--- src/rtl/apb_master_arb_if.sv ---
// Requester command/response and APB bus signals of the two-port APB master/arbiter.
// The master modport is the arbiter's view; slave is the requesters' and APB slave's side.
interface apb_master_arb_if #(
  parameter int unsigned AWIDTH = 4,
  parameter int unsigned DWIDTH = 8
);
  logic              req_valid_0;
  logic              req_valid_1;
  logic              req_write_0;
  logic              req_write_1;
  logic [AWIDTH-1:0] req_addr_0;
  logic [AWIDTH-1:0] req_addr_1;
  logic [DWIDTH-1:0] req_wdata_0;
  logic [DWIDTH-1:0] req_wdata_1;
  logic              req_ready_0;
  logic              req_ready_1;
  logic              resp_valid_0;
  logic              resp_valid_1;
  logic [DWIDTH-1:0] resp_rdata;
  logic              resp_err;
  logic              PSEL;
  logic              PENABLE;
  logic              PWRITE;
  logic [AWIDTH-1:0] PADDR;
  logic [DWIDTH-1:0] PWDATA;
  logic [DWIDTH-1:0] PRDATA;
  logic              PREADY;
  logic              PSLVERR;

  modport master (
    input  req_valid_0, req_valid_1, req_write_0, req_write_1,
    input  req_addr_0, req_addr_1, req_wdata_0, req_wdata_1,
    output req_ready_0, req_ready_1, resp_valid_0, resp_valid_1, resp_rdata, resp_err,
    output PSEL, PENABLE, PWRITE, PADDR, PWDATA,
    input  PRDATA, PREADY, PSLVERR
  );

  modport slave (
    output req_valid_0, req_valid_1, req_write_0, req_write_1,
    output req_addr_0, req_addr_1, req_wdata_0, req_wdata_1,
    input  req_ready_0, req_ready_1, resp_valid_0, resp_valid_1, resp_rdata, resp_err,
    input  PSEL, PENABLE, PWRITE, PADDR, PWDATA,
    output PRDATA, PREADY, PSLVERR
  );
endinterface

--- src/rtl/apb_master_arb.sv ---
// Two-port round-robin APB master: one outstanding SETUP/ACCESS transfer at a time.
// Optional ACCESS wait-state timeout enabled by defining APB_ARB_TIMEOUT_EN.
module apb_master_arb #(
  parameter int unsigned AWIDTH  = 4,
  parameter int unsigned DWIDTH  = 8,
  parameter int unsigned TIMEOUT = 15
) (
  input logic              PCLK,
  input logic              PRESETn,
  apb_master_arb_if.master bus
);

  typedef enum logic [1:0] {StIdle, StSetup, StAccess} state_e;

  state_e            state_q, state_d;
  logic              last_owner_q;
  logic              owner_q;
  logic              pwrite_q;
  logic [AWIDTH-1:0] paddr_q;
  logic [DWIDTH-1:0] pwdata_q;
  logic              resp_valid_0_q, resp_valid_1_q;
  logic [DWIDTH-1:0] resp_rdata_q;
  logic              resp_err_q;
  logic              grant_0, grant_1;
  logic              done, timeout;

  if (TIMEOUT < 1 || TIMEOUT > 255) begin : g_bad_timeout
    $error("apb_master_arb: TIMEOUT must be in 1..255");
  end

`ifdef APB_ARB_TIMEOUT_EN
  logic [7:0] wait_cnt_q;

  always_ff @(posedge PCLK or negedge PRESETn) begin
    if (!PRESETn) begin
      wait_cnt_q <= '0;
    end else if (state_q == StSetup) begin
      wait_cnt_q <= '0;
    end else if (state_q == StAccess && !bus.PREADY) begin
      wait_cnt_q <= wait_cnt_q + 8'd1;
    end
  end

  // PREADY on the limit cycle still wins over the abort.
  assign timeout = (state_q == StAccess) && !bus.PREADY && (wait_cnt_q == 8'(TIMEOUT));
`else
  assign timeout = 1'b0;
`endif

  always_comb begin
    state_d = state_q;
    grant_0 = 1'b0;
    grant_1 = 1'b0;
    done    = 1'b0;
    unique case (state_q)
      StIdle: begin
        // Tie goes to whichever requester did not own the previous transfer.
        grant_0 = bus.req_valid_0 && (!bus.req_valid_1 || last_owner_q);
        grant_1 = bus.req_valid_1 && !grant_0;
        if (grant_0 || grant_1) state_d = StSetup;
      end
      StSetup: state_d = StAccess;
      StAccess: begin
        if (bus.PREADY) begin
          done    = 1'b1;
          state_d = StIdle;
        end else if (timeout) begin
          state_d = StIdle;
        end
      end
      default: state_d = StIdle;
    endcase
  end

  always_ff @(posedge PCLK or negedge PRESETn) begin
    if (!PRESETn) begin
      state_q        <= StIdle;
      last_owner_q   <= 1'b1;
      owner_q        <= 1'b0;
      pwrite_q       <= 1'b0;
      paddr_q        <= '0;
      pwdata_q       <= '0;
      resp_valid_0_q <= 1'b0;
      resp_valid_1_q <= 1'b0;
      resp_rdata_q   <= '0;
      resp_err_q     <= 1'b0;
    end else begin
      state_q        <= state_d;
      resp_valid_0_q <= 1'b0;
      resp_valid_1_q <= 1'b0;
      if (grant_0 || grant_1) begin
        owner_q      <= grant_1;
        last_owner_q <= grant_1;
        pwrite_q     <= grant_1 ? bus.req_write_1 : bus.req_write_0;
        paddr_q      <= grant_1 ? bus.req_addr_1  : bus.req_addr_0;
        pwdata_q     <= grant_1 ? bus.req_wdata_1 : bus.req_wdata_0;
      end
      if (done || timeout) begin
        resp_valid_0_q <= !owner_q;
        resp_valid_1_q <= owner_q;
        resp_rdata_q   <= (done && !pwrite_q) ? bus.PRDATA : '0;
        resp_err_q     <= timeout || bus.PSLVERR;
      end
    end
  end

  // Gated by reset so nothing is accepted while the bus is held in reset.
  assign bus.req_ready_0  = grant_0 && PRESETn;
  assign bus.req_ready_1  = grant_1 && PRESETn;
  assign bus.resp_valid_0 = resp_valid_0_q;
  assign bus.resp_valid_1 = resp_valid_1_q;
  assign bus.resp_rdata   = resp_rdata_q;
  assign bus.resp_err     = resp_err_q;
  assign bus.PSEL         = (state_q != StIdle);
  assign bus.PENABLE      = (state_q == StAccess);
  assign bus.PWRITE       = pwrite_q;
  assign bus.PADDR        = paddr_q;
  assign bus.PWDATA       = pwdata_q;

endmodule
--- src/flat_wrapper.sv ---
// flat-port wrapper written by rule: the top's interface ports become plain ports
module apb_master_arb_flat 
#(
  parameter int unsigned AWIDTH  = 4,
  parameter int unsigned DWIDTH  = 8,
  parameter int unsigned TIMEOUT = 15
)
  (PCLK, PRESETn, bus_req_valid_0, bus_req_valid_1, bus_req_write_0, bus_req_write_1, bus_req_addr_0, bus_req_addr_1, bus_req_wdata_0, bus_req_wdata_1, bus_req_ready_0, bus_req_ready_1, bus_resp_valid_0, bus_resp_valid_1, bus_resp_rdata, bus_resp_err, bus_PSEL, bus_PENABLE, bus_PWRITE, bus_PADDR, bus_PWDATA, bus_PRDATA, bus_PREADY, bus_PSLVERR);
  apb_master_arb_if #(.AWIDTH(AWIDTH), .DWIDTH(DWIDTH)) bus_i ();
  input logic PCLK;
  input logic PRESETn;
  input wire logic [$bits(bus_i.req_valid_0)-1:0] bus_req_valid_0;
  input wire logic [$bits(bus_i.req_valid_1)-1:0] bus_req_valid_1;
  input wire logic [$bits(bus_i.req_write_0)-1:0] bus_req_write_0;
  input wire logic [$bits(bus_i.req_write_1)-1:0] bus_req_write_1;
  input wire logic [$bits(bus_i.req_addr_0)-1:0] bus_req_addr_0;
  input wire logic [$bits(bus_i.req_addr_1)-1:0] bus_req_addr_1;
  input wire logic [$bits(bus_i.req_wdata_0)-1:0] bus_req_wdata_0;
  input wire logic [$bits(bus_i.req_wdata_1)-1:0] bus_req_wdata_1;
  output wire logic [$bits(bus_i.req_ready_0)-1:0] bus_req_ready_0;
  output wire logic [$bits(bus_i.req_ready_1)-1:0] bus_req_ready_1;
  output wire logic [$bits(bus_i.resp_valid_0)-1:0] bus_resp_valid_0;
  output wire logic [$bits(bus_i.resp_valid_1)-1:0] bus_resp_valid_1;
  output wire logic [$bits(bus_i.resp_rdata)-1:0] bus_resp_rdata;
  output wire logic [$bits(bus_i.resp_err)-1:0] bus_resp_err;
  output wire logic [$bits(bus_i.PSEL)-1:0] bus_PSEL;
  output wire logic [$bits(bus_i.PENABLE)-1:0] bus_PENABLE;
  output wire logic [$bits(bus_i.PWRITE)-1:0] bus_PWRITE;
  output wire logic [$bits(bus_i.PADDR)-1:0] bus_PADDR;
  output wire logic [$bits(bus_i.PWDATA)-1:0] bus_PWDATA;
  input wire logic [$bits(bus_i.PRDATA)-1:0] bus_PRDATA;
  input wire logic [$bits(bus_i.PREADY)-1:0] bus_PREADY;
  input wire logic [$bits(bus_i.PSLVERR)-1:0] bus_PSLVERR;
  assign bus_i.req_valid_0 = bus_req_valid_0;
  assign bus_i.req_valid_1 = bus_req_valid_1;
  assign bus_i.req_write_0 = bus_req_write_0;
  assign bus_i.req_write_1 = bus_req_write_1;
  assign bus_i.req_addr_0 = bus_req_addr_0;
  assign bus_i.req_addr_1 = bus_req_addr_1;
  assign bus_i.req_wdata_0 = bus_req_wdata_0;
  assign bus_i.req_wdata_1 = bus_req_wdata_1;
  assign bus_req_ready_0 = bus_i.req_ready_0;
  assign bus_req_ready_1 = bus_i.req_ready_1;
  assign bus_resp_valid_0 = bus_i.resp_valid_0;
  assign bus_resp_valid_1 = bus_i.resp_valid_1;
  assign bus_resp_rdata = bus_i.resp_rdata;
  assign bus_resp_err = bus_i.resp_err;
  assign bus_PSEL = bus_i.PSEL;
  assign bus_PENABLE = bus_i.PENABLE;
  assign bus_PWRITE = bus_i.PWRITE;
  assign bus_PADDR = bus_i.PADDR;
  assign bus_PWDATA = bus_i.PWDATA;
  assign bus_i.PRDATA = bus_PRDATA;
  assign bus_i.PREADY = bus_PREADY;
  assign bus_i.PSLVERR = bus_PSLVERR;
  apb_master_arb #(.AWIDTH(AWIDTH), .DWIDTH(DWIDTH), .TIMEOUT(TIMEOUT)) u_core (.PCLK(PCLK), .PRESETn(PRESETn), .bus(bus_i));
endmodule
--- config.mk ---
export PLATFORM = sky130hd
export DESIGN_NAME = apb_master_arb_flat
export DESIGN_NICKNAME = d
export VERILOG_FILES = /design/src/rtl/apb_master_arb_if.sv /design/src/rtl/apb_master_arb.sv /design/src/flat_wrapper.sv
export SDC_FILE = /design/constraint.sdc
export NUM_CORES = 1
export LEC_CHECK = 0
export ABC_AREA = 1
export CORE_ASPECT_RATIO = 1.2
export CORE_UTILIZATION = 36
export DETAILED_ROUTE_END_ITERATION = 8
export GPL_ROUTABILITY_DRIVEN = 1
export PLACE_DENSITY = 0.76
export SLEW_MARGIN = 20
export SYNTH_ARGS = -nofsm -noshare
export SYNTH_HDL_FRONTEND = slang
export SYNTH_SLANG_ARGS = --single-unit
--- constraint.sdc ---
create_clock -name PCLK -period 1.1 [get_ports PCLK]
set_input_delay 0.165 -clock PCLK [delete_from_list [all_inputs] [get_ports PCLK]]
set_output_delay 0.165 -clock PCLK [all_outputs]
set_load 0.01 [all_outputs]
==> results of run 1 <==
-- worst paths after layout --
path                                startpoint                        to  slack, ps  depth (start not counted)
setup / recovery             u_core.state_q[1]           bus_req_ready_1       -270                          5
hold / removal                         PRESETn  u_core.bus.resp_rdata[7]        300                          2
setup reg to reg           u_core.last_owner_q       u_core.bus.PADDR[3]       -250                          7
hold reg to reg                 u_core.owner_q   u_core.bus.resp_valid_0        470                          1
max in group asynchronous              PRESETn       u_core.last_owner_q        500                          2
min in group PCLK                bus_PRDATA[2]  u_core.bus.resp_rdata[2]        440                          3
-- Yosys cell counts --
cell type	count	area share (%)
buf_2	3	1.1
nand3_4	1	1.3
nand3b_1	1	0.54
a21oi_1	2	0.72
inv_1	43	12
nor2_1	8	2.2
a21oi_2	1	0.63
nor2_4	1	0.81
dfrtp_1	27	49
inv_2	1	0.27
nand2_4	1	0.81
buf_6	3	2.4
o21ai_0	8	2.9
nand2_1	53	14
dfstp_2	1	1.9
nand3_1	27	9.7
-- metrics by stage --
stage / TNS [ps] / instances
2_1_floorplan: -1058 / 181
3_3_place_gp: -8837 / 305
3_5_place_dp: -9642 / 305
4_1_cts: -4633 / 320
5_1_grt: -6727 / 322
6_report: -4543 / 322
-- worst max-delay path, delay by kind of cell (launching register included) --
family / cells / cell delay [ps]
buffers and inverters: 2 / 250
AND/OR/NAND/NOR: 3 / 280
flip-flops: 1 / 410
-- cell usage in the layout (no fill, tap or decap), drive strengths merged --
cell type and instances:
nand3 28, bufbuf 1, buf 26, o21ai 8, nor2 9, clkbuf 7, nand3b 1, inv 44
clkdlybuf4s50 39, dlygate4sd2 1, dfstp 1, nand2 54, clkdlybuf4s15 21, a21oi 3, dfrtp 27
-- area by class of cell --
cell class	count	area, µm²
fillers	316	1197
repair buffers	91	919.6
flip-flops and latches	28	701.9
multi-input cells	103	551.8
inverters	44	172.7
well taps	52	65.06
clock buffers	4	55.05
-- flip-flops by register name (all words and copies together) (netlist names) --
register                 count
u_core.bus.PADDR             4
u_core.bus.PWDATA            8
u_core.bus.PWRITE            1
u_core.bus.resp_err          1
u_core.bus.resp_rdata        8
u_core.bus.resp_valid_0      1
u_core.bus.resp_valid_1      1
u_core.last_owner_q          1
u_core.owner_q               1
u_core.state_q               2
-- metal layers --
layer	wire [µm]	up-vias
met5	0	-
met4	49	0
met3	176	6
met2	1873	44
met1	1403	629
li1	-	721
-- logic make-up after synthesis --
kind of cell | share of synthesized area (%)
AO/OA/AOI/OAI | 4.242
buffers and inverters | 15.43
AND/OR/NAND/NOR | 29.69
flip-flops | 50.63
-- power groups by stage --
stage          clock, mW  combinational, mW  sequential (mW)
2_1_floorplan          0               1.18             1.96
3_3_place_gp           0               2.72             1.78
3_5_place_dp           0               2.77             1.79
4_1_cts            0.620               3.10             1.77
5_1_grt            0.658               3.69             1.83
6_report           0.600               3.35             1.79
-- timing repair --
| action | 4_1_cts | 5_1_grt |
|---|---|---|
| endpoints found under the setup margin | 56 | 44 |
| resized for setup | 80 | 25 |
| setup buffers | 11 | 3 |
| pin swaps | 4 | 2 |
| hold endpoints to repair | 0 | 0 |
| gates cloned | 1 | 1 |
==> impl_results.md, run 1 <==
* IO Port Bufs at 67
* Final Hold Vio Count at 0
* Crit path max fanout at 3
* Slowest-stage cell, CP: dfrtp_1
* Setup WS pre-CTS at -587.7 ps
* Least-Margin Pin Slew at 351.7 ps
* CP Launch Type: register
* Clk pwr share at 10.5%
* Reg clk slew, reported paths at 80 ps
* Worst-Skew Late Latency at 260 ps
* Post-DP HPWL at 2463 µm
* GRT met3 Usage at 2.222%
* Syn Nets at 221
* Chip Width at 58.65 µm
* Crit. End Element: output pin
* First-pass GRT wire length at 5727 µm
* Die ar. at 0.004104 mm²
* Initial antenna violation count at 0
* Final worst-path cycle share at 125.0%
* Flop pwr share at 31.2%
* Power density cells at 2326 mW/mm²
* Sink Count at 28
* GR Layer Usage met2 at 34.48%
* Arrival time at the worst endpoint at 1210 ps
* TritonCTS clock tree: built
* Hold/Removal Path Class: in2async
* Via density at 4.348
* Share of cells above drive strength 1 at 21.85%
* Post-synthesis instance area at 0.001386 mm²
* Relative slew margins at 76.56%
* Internal Power at 3.606 mW
* Placer Congestion at 0.7464
* Crit path time final at 1375 ps
* Distinct cells, synth at 16
* Post-Route WL at 3503 µm
* Fin Clk Skew at 1.546 ps
* DR iter-0 viols at 32
* Gr busiest metal: met2
* Mean post-synth cell area at 7.659 µm²
* Combinational Power Share at 58.4%
* Setup violators final at 29
* Worst hold slack at 300.3 ps
* Maximum number of pins on one net before global-route repair at 29
* #FFs+latches synth at 28
* Buffer levels on the longest clock path at 2
* Peak supply drop at 1.148 mV
* Tot Pwr at 5.735 mW
* Met1 GRT Util at 20.77%
* Antenna-violating nets left at 0
* CTS Hold Buffers Added at 0
* CTS Buf Count at 3
* Yosys warns at 0
* Routed WL per cell at 10.88 µm
* Crit-path max cell delay at 410 ps
* # rows at 24
* First-pass DRT Iterations at 4
* Vias in the first global route at 1343
* RSZ-0062 raised after global routing: yes
* Placed Area at 0.002181 mm²
* Fin util at 67.32%
* Cell area after layout at 0.002466 mm²
* # IOs at 68
* GRT Residual Overflow at 0
* Failing checks: negative setup slack
* Psw at 2.129 mW
* Max Fclk at 0.7274 GHz
* DR vias at 1400
* Sw Share at 37.13%
* H-tree Lvls at 1
* Total GRT Usage at 18.16%
* Crit path required time at 940 ps
* Lkg Pwr at 1.311 nW
* Crit Path Category: reg2out
* DRC at 0
* Nets at 311
* Setup ws final at -274.8 ps
* Post-Syn Instances at 181
* Max Cap Violations at 0
* Layout area overhead at 77.89%
* Slew Limit Fails at 0
* Initial Utilization at 37.84%
* Clk root buf: clkbuf_8
* Register area share after synthesis at 50.63%
* Core Footprint at 0.003664 mm²
* N_diodes at 0
* DIE HEIGHT at 69.98 µm
* Crit path cell chain: nor2_4 -> buf_6 -> nand2_2 -> nor2_2 -> buf_2
* Outcome: finished, violations left
(Power assumes the default switching activity.)
==> inputs of run 2 (changes only) <==
CAP_MARGIN = 20   (was not set)
==> results of run 2 <==
Same layout as run 1: the final DEF is identical, and so are final timing and power.
==> inputs of run 3 (changes only) <==
CORE_UTILIZATION = 43   (was 36)
PLACE_DENSITY = 0.85   (was 0.76)
clock period = 1.6 ns   (was 1.1 ns; I/O delays follow)
==> run 3 against run 2 <==
Combinational power is 39% lower. Global-route usage rose by 2.6 points. Largest power group unchanged. Power shrank 38%. Critical path type unchanged. Largest cell class unchanged. Clock skew increased by 1.6 ps. Via count is 3.1% lower. The run still ends with negative setup slack left. Non-clock buffer count fell by 8.
==> impl_results.md, run 3 (synthesis gave the netlist of run 1 again) <==
* Outcome: finished, violations left
* Failing checks: negative setup slack
* Arrival time at the worst endpoint at 1380 ps (+170 ps)
* Hold/Removal Path Class: in2async
* CP Launch Type: register
* Die ar. at 0.003456 mm² (-16%)
* Most frequent cells in the layout: clkdlybuf4s50_1 (63), nand2_1 (52), inv_1 (43)
* Via density at 4.550 (+4.7%)
* Antenna-violating nets left at 0 (unchanged)
* Placed Area at 0.002148 mm² (-1.5%)
* Vias in the first global route at 1265 (-5.8%)
* Max Fclk at 0.6165 GHz
* First-pass DRT Iterations at 4 (unchanged)
* Crit path launch: u_core.state_q[1]
* Crit. End Element: output pin
* TritonCTS clock tree: built
* DIE HEIGHT at 64.20 µm (-8.3%)
* Internal Power at 2.254 mW (-37%)
* Buffer levels on the longest clock path at 2 (unchanged)
* Worst-Skew Late Latency at 310 ps (+50 ps)
* N_diodes at 0 (unchanged)
* Slew Limit Fails at 0 (unchanged)
* Lkg Pwr at 1.199 nW (-8.5%)
* Chip Width at 53.84 µm (-8.2%)
* DR vias at 1356 (-3.1%)
* Final Hold Vio Count at 0 (unchanged)
* Cell area after layout at 0.002225 mm² (-9.8%)
* Crit Path Category: reg2out
* Share of cells above drive strength 1 at 11.45% (-10 points)
* Setup violators final at 2 (-93%)
* Reg clk slew, reported paths at 140 ps (+60 ps)
* CTS Buf Count at 3 (unchanged)
* Fin Clk Skew at 3.166 ps (+1.620 ps)
* Combinational Power Share at 57.1% (-1.3 points)
* RSZ-0062 raised after global routing: yes
* First-pass GRT wire length at 5340 µm (-6.8%)
* Core Footprint at 0.003055 mm² (-17%)
* GRT Residual Overflow at 0 (unchanged)
* Routed WL per cell at 11.35 µm (+4.4%)
* Sink Count at 28 (unchanged)
* FF-to-FF Start: u_core.state_q[1]
* Final worst-path cycle share at 101.4%
* Least-Margin Pin Slew at 347.9 ps (-3.751 ps)
* Crit path max fanout at 9 (+6)
* Initial Utilization at 45.37% (+7.5 points)
* Total GRT Usage at 20.77% (+2.6 points)
* Post-Route WL at 3383 µm (-3.4%)
* Area of the multi-input gates at 478.0 µm² (-13%)
* # rows at 22 (-8.3%)
* Worst hold slack at 310.6 ps (+10.34 ps)
* R2R cell count at 9 (+2)
* IO Port Bufs at 67 (unchanged)
* Fillers at 234 (-26%)
* Placer Congestion at 0.7562 (+1.3%)
* Layout area overhead at 60.47%
* Commonest non-fill, non-tap cell in the layout: clkdlybuf4s50_1
* Post-DP HPWL at 2478 µm (+0.61%)
* Power density cells at 1605 mW/mm² (-31%)
* Fin util at 72.81% (+5.5 points)
* Setup ws final at -21.95 ps (+252.9 ps)
* Reg area at 701.9 µm² (unchanged)
* Clk pwr share at 9.1% (-1.4 points)
* Crit path required time at 1360 ps (+420 ps)
* Maximum number of pins on one net before global-route repair at 29 (unchanged)
* Crit path time final at 1622 ps
* Relative slew margins at 76.75% (+0.19 points)
* Clk root buf: clkbuf_4
* Psw at 1.317 mW (-38%)
* Flop pwr share at 33.8% (+2.6 points)
* DR iter-0 viols at 25 (-22%)
* Max Cap Violations at 0 (unchanged)
* Peak supply drop at 0.9944 mV (-13%)
* Sw Share at 36.89% (-0.24 points)
* # IOs at 68 (unchanged)
* DRC at 0 (unchanged)
* Initial antenna violation count at 0 (unchanged)
* H-tree Lvls at 1 (unchanged)
* Nets at 303 (-2.6%)
==> run 3: changes by cell type in the layout (fill, tap and decap cells not counted), moves of 4 or more <==
cell / previous run / this run
clkdlybuf4s50_1: 39 / 63
o21ai_2: 7 / 0
o21ai_0: 0 / 8
clkdlybuf4s15_1: 21 / 0
nor2_1: 4 / 8
==> run 3: per-stage QoR <==
step	setup slack, ps	power (mW)	instances	TNS (ps)
floorplan	271.5	2.140	181	0
global placement	-231.6	3.097	289	-419.8
detailed placement	-258.2	3.141	289	-477.1
CTS	-28.17	3.531	297	-33.96
global route	-94.58	3.867	298	-220.8
finish	-21.95	3.572	298	-29.72
==> run 3: path summary, 6_finish.rpt <==
path | to | slack [ps]
setup / recovery | bus_PSEL | -20
hold / removal | u_core.bus.resp_valid_0 | 310
setup reg to reg | u_core.bus.PWRITE | 160
hold reg to reg | u_core.bus.resp_valid_0 | 490
max in group asynchronous | u_core.last_owner_q | 990
min in group PCLK | u_core.bus.resp_rdata[1] | 470
==> run 3: worst max-delay path: stages (launching register included) <==
cell and delay, ps:
dfrtp_1 430, nor2_4 130, buf_4 170, inv_1 50, dlygate4sd2_1 280
==> run 3: power by group through the flow <==
stage | registers [mW] | clock network, mW | logic [mW]
3_5_place_dp | 1.22 | 0 | 1.92
3_3_place_gp | 1.21 | 0 | 1.88
5_1_grt | 1.26 | 0.378 | 2.23
2_1_floorplan | 1.35 | 0 | 0.792
6_report | 1.21 | 0.325 | 2.04
4_1_cts | 1.21 | 0.340 | 1.98
==> run 3: what timing repair did <==
item                       4_1_cts  5_1_grt
setup buffers                    5        1
hold buffers                     0        0
gates resized for setup         10        7
setup endpoints to repair        4        4
pin swaps                        1        1
==> run 3: per-layer routing <==
layer  up-vias  track usage [%]  share of wire [%]
met4         0            6.579                1.3
li1        699                -                  -
met2        45            37.96                 51
met5         -                0                  0
met1       606            22.89                 41
met3         6            3.810                6.3
==> run 3: area by class of cell <==
class / instances / area share, %
well taps: 36 / 2.025
multi-input cells: 103 / 21.48
clock buffers: 4 / 1.631
flip-flops and latches: 28 / 31.55
inverters: 44 / 7.424
repair buffers: 83 / 35.88
